File: src/rtl/cpu_divider.sv
// Multi-cycle restoring integer divider for DIVU/DIVS/MODU/MODS beside the ALU.
// Resolves UNROLL quotient bits per cycle, then applies a one-cycle sign fixup.
module cpu_divider #(
    parameter int WIDTH  = 32,
    parameter int UNROLL = 1
) (
    input  logic             clock,
    input  logic             reset,
    input  logic             p3_start,
    input  logic [1:0]       p3_mode,
    input  logic [WIDTH-1:0] p3_data_a,
    input  logic [WIDTH-1:0] p3_data_b,
    input  logic             flush,
    output logic             busy,
    output logic             done,
    output logic [WIDTH-1:0] result
);

    localparam int N     = WIDTH / UNROLL;
    localparam int CNT_W = $clog2(N + 1);
    localparam logic [CNT_W-1:0] CNT_LAST = CNT_W'(N - 1);
    localparam logic [CNT_W-1:0] CNT_ONE  = CNT_W'(1);
    localparam logic [WIDTH-1:0] MIN_INT  = {1'b1, {(WIDTH-1){1'b0}}};
    localparam logic [WIDTH-1:0] ALL_ONES = {WIDTH{1'b1}};

    typedef enum logic [1:0] {
        S_IDLE  = 2'd0,
        S_RUN   = 2'd1,
        S_FIXUP = 2'd2
    } state_t;

    state_t             state_q, state_d;
    logic [1:0]         mode_q, mode_d;
    logic               sign_a_q, sign_a_d;
    logic               sign_q_q, sign_q_d;
    logic [WIDTH:0]     rem_q, rem_d;
    logic [WIDTH-1:0]   quo_q, quo_d;
    logic [WIDTH-1:0]   div_q, div_d;
    logic [CNT_W-1:0]   cnt_q, cnt_d;
    logic               done_q, done_d;
    logic [WIDTH-1:0]   result_q, result_d;

    logic               accept;
    logic               is_signed;
    logic               a_neg, b_neg;
    logic [WIDTH-1:0]   a_mag, b_mag;
    logic               div_by_zero, overflow, fast;
    logic [WIDTH-1:0]   fast_result;
    logic [WIDTH:0]     rem_step;
    logic [WIDTH-1:0]   quo_step;
    logic [WIDTH-1:0]   quo_fix, rem_fix, fix_result;

    // Operand decode for the accept cycle
    always_comb begin
        accept      = p3_start && (state_q == S_IDLE) && !flush;
        is_signed   = p3_mode[0];
        a_neg       = is_signed && p3_data_a[WIDTH-1];
        b_neg       = is_signed && p3_data_b[WIDTH-1];
        a_mag       = a_neg ? -p3_data_a : p3_data_a;
        b_mag       = b_neg ? -p3_data_b : p3_data_b;
        div_by_zero = (p3_data_b == '0);
        overflow    = is_signed && (p3_data_a == MIN_INT) && (p3_data_b == ALL_ONES);
        fast        = div_by_zero || overflow;
        if (div_by_zero) begin
            fast_result = p3_mode[1] ? p3_data_a : ALL_ONES;
        end else begin
            fast_result = p3_mode[1] ? '0 : MIN_INT;
        end
    end

    // UNROLL restoring steps: quo_q holds the not-yet-consumed dividend bits
    // at the top and the freshly produced quotient bits at the bottom.
    always_comb begin
        rem_step = rem_q;
        quo_step = quo_q;
        for (int i = 0; i < UNROLL; i++) begin
            rem_step = {rem_step[WIDTH-1:0], quo_step[WIDTH-1]};
            quo_step = {quo_step[WIDTH-2:0], 1'b0};
            if (rem_step >= {1'b0, div_q}) begin
                rem_step    = rem_step - {1'b0, div_q};
                quo_step[0] = 1'b1;
            end
        end
    end

    always_comb begin
        quo_fix    = sign_q_q ? -quo_q : quo_q;
        rem_fix    = sign_a_q ? -rem_q[WIDTH-1:0] : rem_q[WIDTH-1:0];
        fix_result = mode_q[1] ? rem_fix : quo_fix;
    end

    always_ff @(posedge clock or posedge reset) begin
        if (reset) begin
            state_q <= S_IDLE;
        end else begin
            state_q <= state_d;
        end
    end

    always_comb begin
        state_d = state_q;
        case (state_q)
            S_IDLE:  if (accept && !fast) state_d = S_RUN;
            S_RUN:   if (cnt_q == CNT_LAST) state_d = S_FIXUP;
            S_FIXUP: state_d = S_IDLE;
            default: state_d = S_IDLE;
        endcase
        if (flush) begin
            state_d = S_IDLE;
        end
    end

    always_comb begin
        busy   = (state_q != S_IDLE);
        done   = done_q;
        result = result_q;
    end

    always_comb begin
        mode_d   = mode_q;
        sign_a_d = sign_a_q;
        sign_q_d = sign_q_q;
        rem_d    = rem_q;
        quo_d    = quo_q;
        div_d    = div_q;
        cnt_d    = cnt_q;
        result_d = result_q;
        done_d   = 1'b0;
        if (accept) begin
            mode_d   = p3_mode;
            sign_a_d = a_neg;
            sign_q_d = a_neg ^ b_neg;
            rem_d    = '0;
            quo_d    = a_mag;
            div_d    = b_mag;
            cnt_d    = '0;
            if (fast) begin
                result_d = fast_result;
                done_d   = 1'b1;
            end
        end else if (state_q == S_RUN) begin
            rem_d = rem_step;
            quo_d = quo_step;
            cnt_d = cnt_q + CNT_ONE;
        end else if (state_q == S_FIXUP) begin
            result_d = fix_result;
            done_d   = 1'b1;
        end
        // A flush wins over everything, including a completion on this edge.
        if (flush) begin
            done_d   = 1'b0;
            result_d = result_q;
            cnt_d    = '0;
        end
    end

    always_ff @(posedge clock or posedge reset) begin
        if (reset) begin
            mode_q   <= '0;
            sign_a_q <= 1'b0;
            sign_q_q <= 1'b0;
            rem_q    <= '0;
            quo_q    <= '0;
            div_q    <= '0;
            cnt_q    <= '0;
            done_q   <= 1'b0;
            result_q <= '0;
        end else begin
            mode_q   <= mode_d;
            sign_a_q <= sign_a_d;
            sign_q_q <= sign_q_d;
            rem_q    <= rem_d;
            quo_q    <= quo_d;
            div_q    <= div_d;
            cnt_q    <= cnt_d;
            done_q   <= done_d;
            result_q <= result_d;
        end
    end

endmodule
File: config.mk
export PLATFORM = sky130hd
export DESIGN_NAME = cpu_divider
export DESIGN_NICKNAME = d
export VERILOG_FILES = /design/src/rtl/cpu_divider.sv
export SDC_FILE = /design/constraint.sdc
export NUM_CORES = 1
export LEC_CHECK = 0
export CAP_MARGIN = 20
export CORE_UTILIZATION = 30
export DETAILED_ROUTE_END_ITERATION = 8
export HOLD_SLACK_MARGIN = 0.08
export PLACE_DENSITY = 0.55
export SETUP_SLACK_MARGIN = 0.4
export SKIP_CTS_REPAIR_TIMING = 1
export SLEW_MARGIN = 20
export SYNTH_ARGS = -nofsm -noshare
export SYNTH_HDL_FRONTEND = slang
export SYNTH_SLANG_ARGS = --single-unit
File: constraint.sdc
create_clock -name clock -period 6.8 [get_ports clock]
set_input_delay 1.36 -clock clock [delete_from_list [all_inputs] [get_ports clock]]
set_output_delay 1.36 -clock clock [all_outputs]
set_load 0.01 [all_outputs]
==> results.json, run 1 <==
{
  "synth_cell_types": 71,
  "cts_max_level": 4,
  "port_buffers": 103,
  "seq_area_frac_synth": 0.3239,
  "wl_per_cell_um": 18.51,
  "grt-ovfl-total": 0,
  "die_x_um": 191.9,
  "worst_slew_pin_slew_ps": 1059,
  "drv_cap": 0,
  "critPathLaunch": "p3_data_b[0]",
  "grt_setup_unrepaired": "no",
  "critical-path-max-stage-delay_ps": 680,
  "fin_tns_setup_ps": 0,
  "relSlewSlack": 0.2941,
  "setup-violations-final": 0,
  "cp_max_fo": 11,
  "cp.arrival_ps": 5610,
  "drive_gt1_frac": 0.04674,
  "die_h_um": 191.9,
  "crit_slowest_cell": "or4b_2",
  "final_common_cell": "nand2_1",
  "min_from": "div_q[23]",
  "vias": 10189,
  "grt_pass1_wl_um": 55230,
  "r2r_setup_slack_ps": 2720,
  "syn_inst": 1339,
  "first_iter_violations": 820,
  "synth-seq-cells": 140,
  "drv_slew": 0,
  "coreArea_sq_um": 35480,
  "cp-start-kind": "primary input",
  "hold_end": "div_q[23]",
  "gr-usage-all-layers": 0.1921,
  "leakagePower_nw": 5.173,
  "finClkSkew_ps": 11.56,
  "synth_edf_count": 0,
  "antenna_cells": 0,
  "hold_path_class": "reg2reg",
  "rows": 69,
  "powerDensity_nw_per_um2": 358.0,
  "start_util": 0.3048,
  "finalHoldViolations": 0,
  "synth_warnings": 0,
  "min_path_cells": 2,
  "clockBufferDepth": 2,
  "crit_required_ps": 7150,
  "reg2reg_depth": 10,
  "ios": 104,
  "worstSkewPairLatency_ps": 430,
  "switching_power_mw": 1.964,
  "crit_chain": "clkdlybuf4s50_1, inv_1, ha_1, or4b_2, nor3_1, nand3_1, o21ai_2, o21ai_4, nor2_1, o221ai_1, o21ai_0",
  "ys.flop_type": "dfrtp_1",
  "firstDrtPassIters": 5,
  "p_sw_frac": 0.4271,
  "clkPwrFrac": 0.212,
  "numCtsBuffers": 17,
  "area_growth_pct": 18.78,
  "avgSynthCellArea_sq_um": 8.077,
  "criticalPathCategory": "in2reg",
  "final_antenna_net_count": 0,
  "first_global_vias": 9659,
  "cts-root-buf": "clkbuf_16",
  "clkSinkCount": 140,
  "timing.rr.start": "rem_q[0]",
  "utilization": 0.3620,
  "dieArea_sq_um": 36810,
  "p_comb_frac": 0.495,
  "min_period_over_period": 0.7749,
  "seq_power_share": 0.293,
  "peakVddDrop_v": 0.0001595,
  "grt_max_degree": 96,
  "tritoncts": "done",
  "dp_hpwl_um": 25510,
  "drt_wl_total_um": 34660,
  "outcome": "finished, final reports clean",
  "syn-num-nets": 1448,
  "async_flop_share": 1.000,
  "clock.fmax_mhz": 189.8,
  "path_clk_slew_ps": 70,
  "place.gp.congestion": 0.9013,
  "antenna_found_initial": 0,
  "nets": 1508,
  "drt-vias-per-instance": 5.440,
  "end_kind": "flop",
  "drc": 0,
  "final_cell_mix": "nand2_1, o21ai_0, dfrtp_1, clkdlybuf4s50_1, xnor2_1",
  "finalCriticalPeriod_ps": 5269,
  "synth_area_sq_um": 10820,
  "p_int_mw": 2.635,
  "regToRegEndpoint": "rem_q[26]"
}
cell type report:
class,instances,area (sq um)
fillers,3709,22640
repair buffers,113,1104
inverters,55,211.5
well taps,461,576.8
clock buffers,19,432.9
multi-input cells,1072,6850
flip-flops and latches,140,3503
clock inverters,13,167.7
power groups by stage:
stage | logic, mW | clock network, mW | registers, mW
after floorplan | 1.62 | 0 | 1.27
after global placement | 2.25 | 0 | 1.35
after detailed placement | 2.26 | 0 | 1.36
after CTS | 2.27 | 1.00 | 1.34
after global routing | 2.52 | 1.03 | 1.38
final | 2.27 | 0.977 | 1.35
state kept, by name, summed over array words and instances (netlist names):
name and flops:
sign_q_q 1, done 1, rem_q 32, state_q 2
cnt_q 6, sign_a_q 1, quo_q 32, mode_q 1
div_q 32, result 32
kinds of logic (layout without fill, tap and decap cells):
family                     count (synthesis)  count (layout)  synth area share
buffers and inverters                    127             200           0.04523
AOI/OAI and AO/OA                        428             428            0.2501
and+or+nand+nor                          431             431            0.1911
adders and majority gates                 39              39           0.04581
muxes                                     24              24           0.02233
xor gates and xnor gates                 150             150            0.1215
DFF                                      140             140            0.3239
worst max-delay path by stage:
stage,cells after the start,end,slack (ps)
global route,11,result[24],1190
finish,11,result[29],1530
global placement,11,result[24],1290
floorplan,1,cnt_q[0],1690
detailed placement,11,result[29],1140
CTS,11,result[24],1570
synthesized netlist by cell type, types with 8 or more instances:
master	n	area [sq um]
nand2_1	171	641.9
nand3_1	36	180.2
or4_1	13	97.59
a21o_1	15	112.6
o31ai_1	37	277.8
nand4_1	17	106.4
ha_1	38	475.5
inv_1	54	202.7
o211ai_1	13	97.59
nor2_1	79	296.5
o21a_1	12	90.09
nor2b_1	9	56.30
a21oi_1	67	335.3
dfrtp_1	140	3503
and3_1	10	62.56
o41ai_1	19	166.4
nor3_1	22	110.1
xor2_1	63	551.8
or3_1	14	87.58
nor4_1	15	93.84
or2_2	8	50.05
xnor2_1	87	762.0
a22oi_1	21	157.7
nand2b_1	15	93.84
clkbuf_1	62	232.7
o22ai_1	12	75.07
o21ai_0	159	795.8
mux2i_1	23	230.2
a31oi_1	24	150.1
layer usage:
metal,GRT usage,up-vias,part of all wire
li1,-,4986,-
met1,0.2750,4869,0.49
met2,0.2978,302,0.44
met3,0.02869,32,0.052
met4,0.05220,0,0.017
met5,0,-,0
per-stage QoR:
stage / setup WS (ps) / total power, mW / hold slack (ps) / std cells / instance area (sq um)
3_3_place_gp: 1290 / 3.596 / 452.7 / 1840 / 12240
6_report: 1531 / 4.599 / 476.1 / 1873 / 12850
2_1_floorplan: 1687 / 2.894 / 438.3 / 1339 / 10820
4_1_cts: 1570 / 4.615 / 484.2 / 1873 / 12840
3_5_place_dp: 1144 / 3.613 / 471.3 / 1841 / 12240
5_1_grt: 1193 / 4.937 / 498.5 / 1873 / 12850
critical path: cells and delay by family:
family	cells	cell delay, ps
adders and majority gates	1	190
buffers and inverters	2	630
AOI/OAI and AO/OA	4	1090
and+or+nand+nor	4	2330
Power figures use the tool's default switching activity.
==> inputs of run 2 (changes only) <==
Clock period 6.8 ns to 4.85 ns, I/O delays scaled along.
==> run 2 against run 1 <==
Compared with the run above: clock skew decreased by 2.5 ps; hold slack got worse by 4.6 ps; global-route usage increased by 0.20 points; cell area is 0.89% higher; flip-flop and latch count unchanged; sequential share of layout area shrank 0.24 points; first-iteration DRC count down 0.98%; largest cell class unchanged; largest power group unchanged.
==> results.json, run 2 (synthesized netlist as in run 1, its figures left out) <==
{
  "outcome": "finished, final reports clean",
  "p_int_mw": 3.757,
  "seq_area_sq_um": 3503,
  "setup_slack_ps": 762.5,
  "cts_max_level": 4,
  "wl_per_cell_um": 18.44,
  "p_comb_frac": 0.492,
  "drv_slew": 0,
  "place_inst": 1854,
  "die_h_um": 191.9,
  "clock.fmax_mhz": 244.6,
  "die_x_um": 191.9,
  "criticalPathCategory": "in2reg",
  "area_growth_pct": 19.83,
  "powerDensity_nw_per_um2": 500.8,
  "dieArea_sq_um": 36810,
  "stdcell_count": 1886,
  "cp_common_cell": "buf_4",
  "cts-root-buf": "clkbuf_16",
  "relSlewSlack": 0.3272,
  "place_area_sq_um": 12340,
  "drv_cap": 0,
  "seq_power_share": 0.292,
  "cp-start-kind": "primary input",
  "antenna_found_initial": 0,
  "final_cell_mix": "nand2_1, o21ai_0, dfrtp_1, clkdlybuf4s50_1, xnor2_1",
  "design_area_sq_um": 12960,
  "final_common_cell": "nand2_1",
  "start_util": 0.3048,
  "drt-vias-per-instance": 5.413,
  "hold_path_class": "reg2reg",
  "clkSinkCount": 140,
  "finClkSkew_ps": 9.064,
  "nets": 1521,
  "rows": 69,
  "whs_ps": 471.4,
  "grt-ovfl-total": 0,
  "drive_gt1_frac": 0.05614,
  "multi_input_area_sq_um": 6845,
  "finalCriticalPeriod_ps": 4087,
  "p_sw_frac": 0.4211,
  "min_period_over_period": 0.8428,
  "first_iter_violations": 812,
  "critical-path-max-stage-delay_ps": 670,
  "clkPwrFrac": 0.216,
  "path_clk_slew_ps": 60,
  "ios": 104,
  "numCtsBuffers": 17,
  "peakVddDrop_v": 0.0002529,
  "coreArea_sq_um": 35480,
  "port_buffers": 103,
  "tritoncts": "done",
  "dp_slack_ps": 324.8,
  "finalHoldViolations": 0,
  "first_global_vias": 9984,
  "cp.arrival_ps": 4440,
  "crit_slowest_cell": "or4b_2",
  "nFillCells": 3663,
  "cp_max_fo": 16,
  "firstDrtPassIters": 5,
  "power_mw": 6.490,
  "drt_wl_total_um": 34790,
  "setup-violations-final": 0,
  "vias": 10208,
  "final_antenna_net_count": 0,
  "end_kind": "flop",
  "grt_setup_unrepaired": "no",
  "crit_required_ps": 5200,
  "utilization": 0.3652,
  "fin_tns_setup_ps": 0,
  "drc": 0,
  "switching_power_mw": 2.733,
  "grt_pass1_wl_um": 55580,
  "crit_chain": "clkdlybuf4s50_1, inv_1, ha_1, or4b_2, nor3_1, buf_4, nand3_1, o21ai_2, o21ai_4, nor2_1, buf_4, o221ai_1, o21ai_0",
  "dp_hpwl_um": 26200,
  "leakagePower_nw": 5.254,
  "clockBufferDepth": 2,
  "gr-usage-all-layers": 0.1941,
  "place.gp.congestion": 0.9185,
  "antenna_cells": 0,
  "worst_slew_pin_slew_ps": 1009,
  "worstSkewPairLatency_ps": 430,
  "grt_max_degree": 62
}
[run 2: changes by cell type in the layout (fill, tap and decap cells not counted)]
cell and change:
clkbuf_1 -2, inv_6 -3, clkinv_4 -2, nor3_2 -1, buf_2 -1, clkbuf_8 +4, clkinv_2 +3, buf_4 +14
nor3_1 +1
[run 2: area by class of cell]
class	instances	area share
inverters	55	0.01622
flip-flops and latches	140	0.2703
clock inverters	11	0.01081
well taps	461	0.04451
clock buffers	21	0.03707
repair buffers	126	0.09287
multi-input cells	1072	0.5282
[run 2: critical path: cells and delay by family]
family | cells | cell delay (ps)
buf+inv | 4 | 1010
simple gates | 4 | 1180
fa+ha+maj | 1 | 190
compound gates | 4 | 1070
[run 2: worst paths after layout]
path	start	end	slack [ps]	depth (start not counted)
worst max-delay path	p3_data_b[0]	result[29]	760	13
worst min-delay path	cnt_q[5]	cnt_q[5]	470	1
worst max register to register	rem_q[9]	rem_q[28]	1250	10
worst min register to register	cnt_q[5]	cnt_q[5]	470	1
max in group asynchronous	reset	cnt_q[4]	2890	3
min in group asynchronous	reset	result[5]	920	2
[run 2: power groups by stage]
stage	Sequential [mW]	Combinational, mW	Clock (mW)
after floorplan	1.79	2.27	0
after global placement	1.90	3.16	0
after detailed placement	1.91	3.17	0
after CTS	1.89	3.19	1.42
after global routing	1.94	3.55	1.47
final	1.89	3.19	1.40
[run 2: per-layer routing]
layer,GRT usage,wire length (um)
met2,0.2983,15250
met1,0.2749,17130
met3,0.03015,1719
met4,0.06471,687
met5,0,0
==> inputs of run 3 (changes only) <==
Clock period 4.85 ns to 4 ns, I/O delays scaled along.
==> run 3 against run 2 <==
Compared with the run above: final cell count up 1.4%; sequential share of layout area down 0.50 points; register-to-register slack worse by 630 ps; hold slack better by 8.3 ps; combinational power up 23%; sequential power up 22%; critical endpoint is now result[17]; routed wire length up 2.2%; highest routed layer unchanged; global-route usage up 0.32 points; cell area up 1.9%; die area unchanged.
==> results.json, run 3 (synthesized netlist as in run 1, its figures left out) <==
{
  "drv_slew": 0,
  "start_util": 0.3048,
  "min_path_cells": 2,
  "drv_cap": 0,
  "busiest_layer": "met2",
  "p_int_mw": 4.613,
  "antenna_cells": 0,
  "final_common_cell": "nand2_1",
  "antenna_found_initial": 0,
  "clkPwrFrac": 0.216,
  "grt_setup_unrepaired": "yes",
  "tritoncts": "done",
  "place_area_sq_um": 12570,
  "leakagePower_nw": 5.374,
  "reg2reg_depth": 8,
  "critical-path-max-stage-delay_ps": 630,
  "vias": 10446,
  "crit_chain": "clkdlybuf4s50_1, inv_1, ha_1, or4b_2, nor3_1, buf_4, nand3_1, o21ai_4, o21ai_4, buf_4, o41ai_1",
  "final_antenna_net_count": 0,
  "clockBufferDepth": 2,
  "cp_max_fo": 19,
  "whs_ps": 479.8,
  "powerDensity_nw_per_um2": 603.5,
  "drt-vias-per-instance": 5.463,
  "first_iter_violations": 723,
  "p_sw_frac": 0.4213,
  "clkSinkCount": 140,
  "drt_wl_total_um": 35550,
  "finalCriticalPeriod_ps": 3458,
  "place.gp.congestion": 0.9288,
  "clock.fmax_mhz": 289.2,
  "final_cell_mix": "nand2_1, o21ai_0, dfrtp_1, clkdlybuf4s50_1, xnor2_1",
  "cp-endpoint": "result[17]",
  "timing.rr.start": "rem_q[9]",
  "area_growth_pct": 22.10,
  "first_global_vias": 10085,
  "design_area_sq_um": 13210,
  "ios": 104,
  "grt-ovfl-total": 0,
  "outcome": "finished, final reports clean",
  "finClkSkew_ps": 14.72,
  "drive_gt1_frac": 0.07236,
  "die_x_um": 191.9,
  "use_met1": 0.2824,
  "relSlewSlack": 0.2932,
  "switching_power_mw": 3.357,
  "p_comb_frac": 0.494,
  "nets": 1547,
  "worst_slew_pin_slew_ps": 1060,
  "wl_per_cell_um": 18.59,
  "hold_path_class": "reg2reg",
  "critPathLaunch": "p3_data_b[0]",
  "drc": 0,
  "grtUsageMet3": 0.02576,
  "criticalPathCategory": "in2reg",
  "nFillCells": 3659,
  "use_met2": 0.3096,
  "end_kind": "flop",
  "die_h_um": 191.9,
  "r2r_setup_slack_ps": 620,
  "peakVddDrop_v": 0.0003989,
  "port_buffers": 103,
  "setup-violations-final": 0,
  "regToRegEndpoint": "result[27]",
  "fin_tns_setup_ps": 0,
  "rows": 69,
  "grt_max_degree": 58,
  "dieArea_sq_um": 36810,
  "crit_required_ps": 4300,
  "seq_power_share": 0.290,
  "worstSkewPairLatency_ps": 440,
  "coreArea_sq_um": 35480,
  "dp_hpwl_um": 27140,
  "cp.arrival_ps": 3750,
  "cts_max_level": 4,
  "firstDrtPassIters": 5,
  "gr-usage-all-layers": 0.1973,
  "path_clk_slew_ps": 60,
  "numCtsBuffers": 17,
  "cts-root-buf": "clkbuf_16",
  "crit_slowest_cell": "or4b_2",
  "finalHoldViolations": 0,
  "cp-start-kind": "primary input",
  "grt_pass1_wl_um": 56610,
  "min_period_over_period": 0.8644
}
[run 3: layout make-up]
type | instances | area, sq um | area share
clock buffers | 19 | 432.9 | 0.03278
flip-flops and latches | 140 | 3503 | 0.2653
multi-input cells | 1072 | 6855 | 0.5191
inverters | 55 | 210.2 | 0.01592
clock inverters | 13 | 190.2 | 0.01440
repair buffers | 152 | 1436 | 0.1088
well taps | 461 | 576.8 | 0.04368
[run 3: through the flow]
step           worst slack [ps]  total power, mW  std cells    util
4_1_cts                   510.8            7.972       1912  0.3719
6_report                  542.5            7.970       1912  0.3722
5_1_grt                   367.2            8.555       1912  0.3722
3_5_place_dp              64.44            6.229       1880  0.3543
3_3_place_gp              192.9            6.179       1880  0.3543
2_1_floorplan             687.2            4.920       1339       -
[run 3: how the worst min path moves through the flow]
stage,start,to,slack (ps)
2_1_floorplan,cnt_q[5],cnt_q[5],440
3_3_place_gp,div_q[24],div_q[24],460
3_5_place_dp,cnt_q[5],cnt_q[5],470
4_1_cts,cnt_q[5],cnt_q[5],480
5_1_grt,div_q[12],div_q[12],490
6_report,div_q[24],div_q[24],480
[run 3: power groups by stage]
stage,Clock [mW],Combinational (mW),Sequential [mW]
2_1_floorplan,0,2.75,2.17
3_3_place_gp,0,3.86,2.32
3_5_place_dp,0,3.90,2.33
4_1_cts,1.75,3.92,2.30
5_1_grt,1.81,4.38,2.37
6_report,1.72,3.93,2.31
[run 3: critical path: cells and delay by family]
kind	cells	cell delay [ps]
AO/OA/AOI/OAI	3	810
AND/OR/NAND/NOR	3	1030
adder cells (fa/ha/maj)	1	180
buffers and inverters	4	930
[run 3: metal layers]
| metal | part of all wire | vias to the layer above |
|---|---|---|
| met1 | 0.48 | 5015 |
| met5 | 0 | - |
| met4 | 0.014 | 0 |
| met3 | 0.056 | 30 |
| li1 | - | 5064 |
| met2 | 0.45 | 337 |
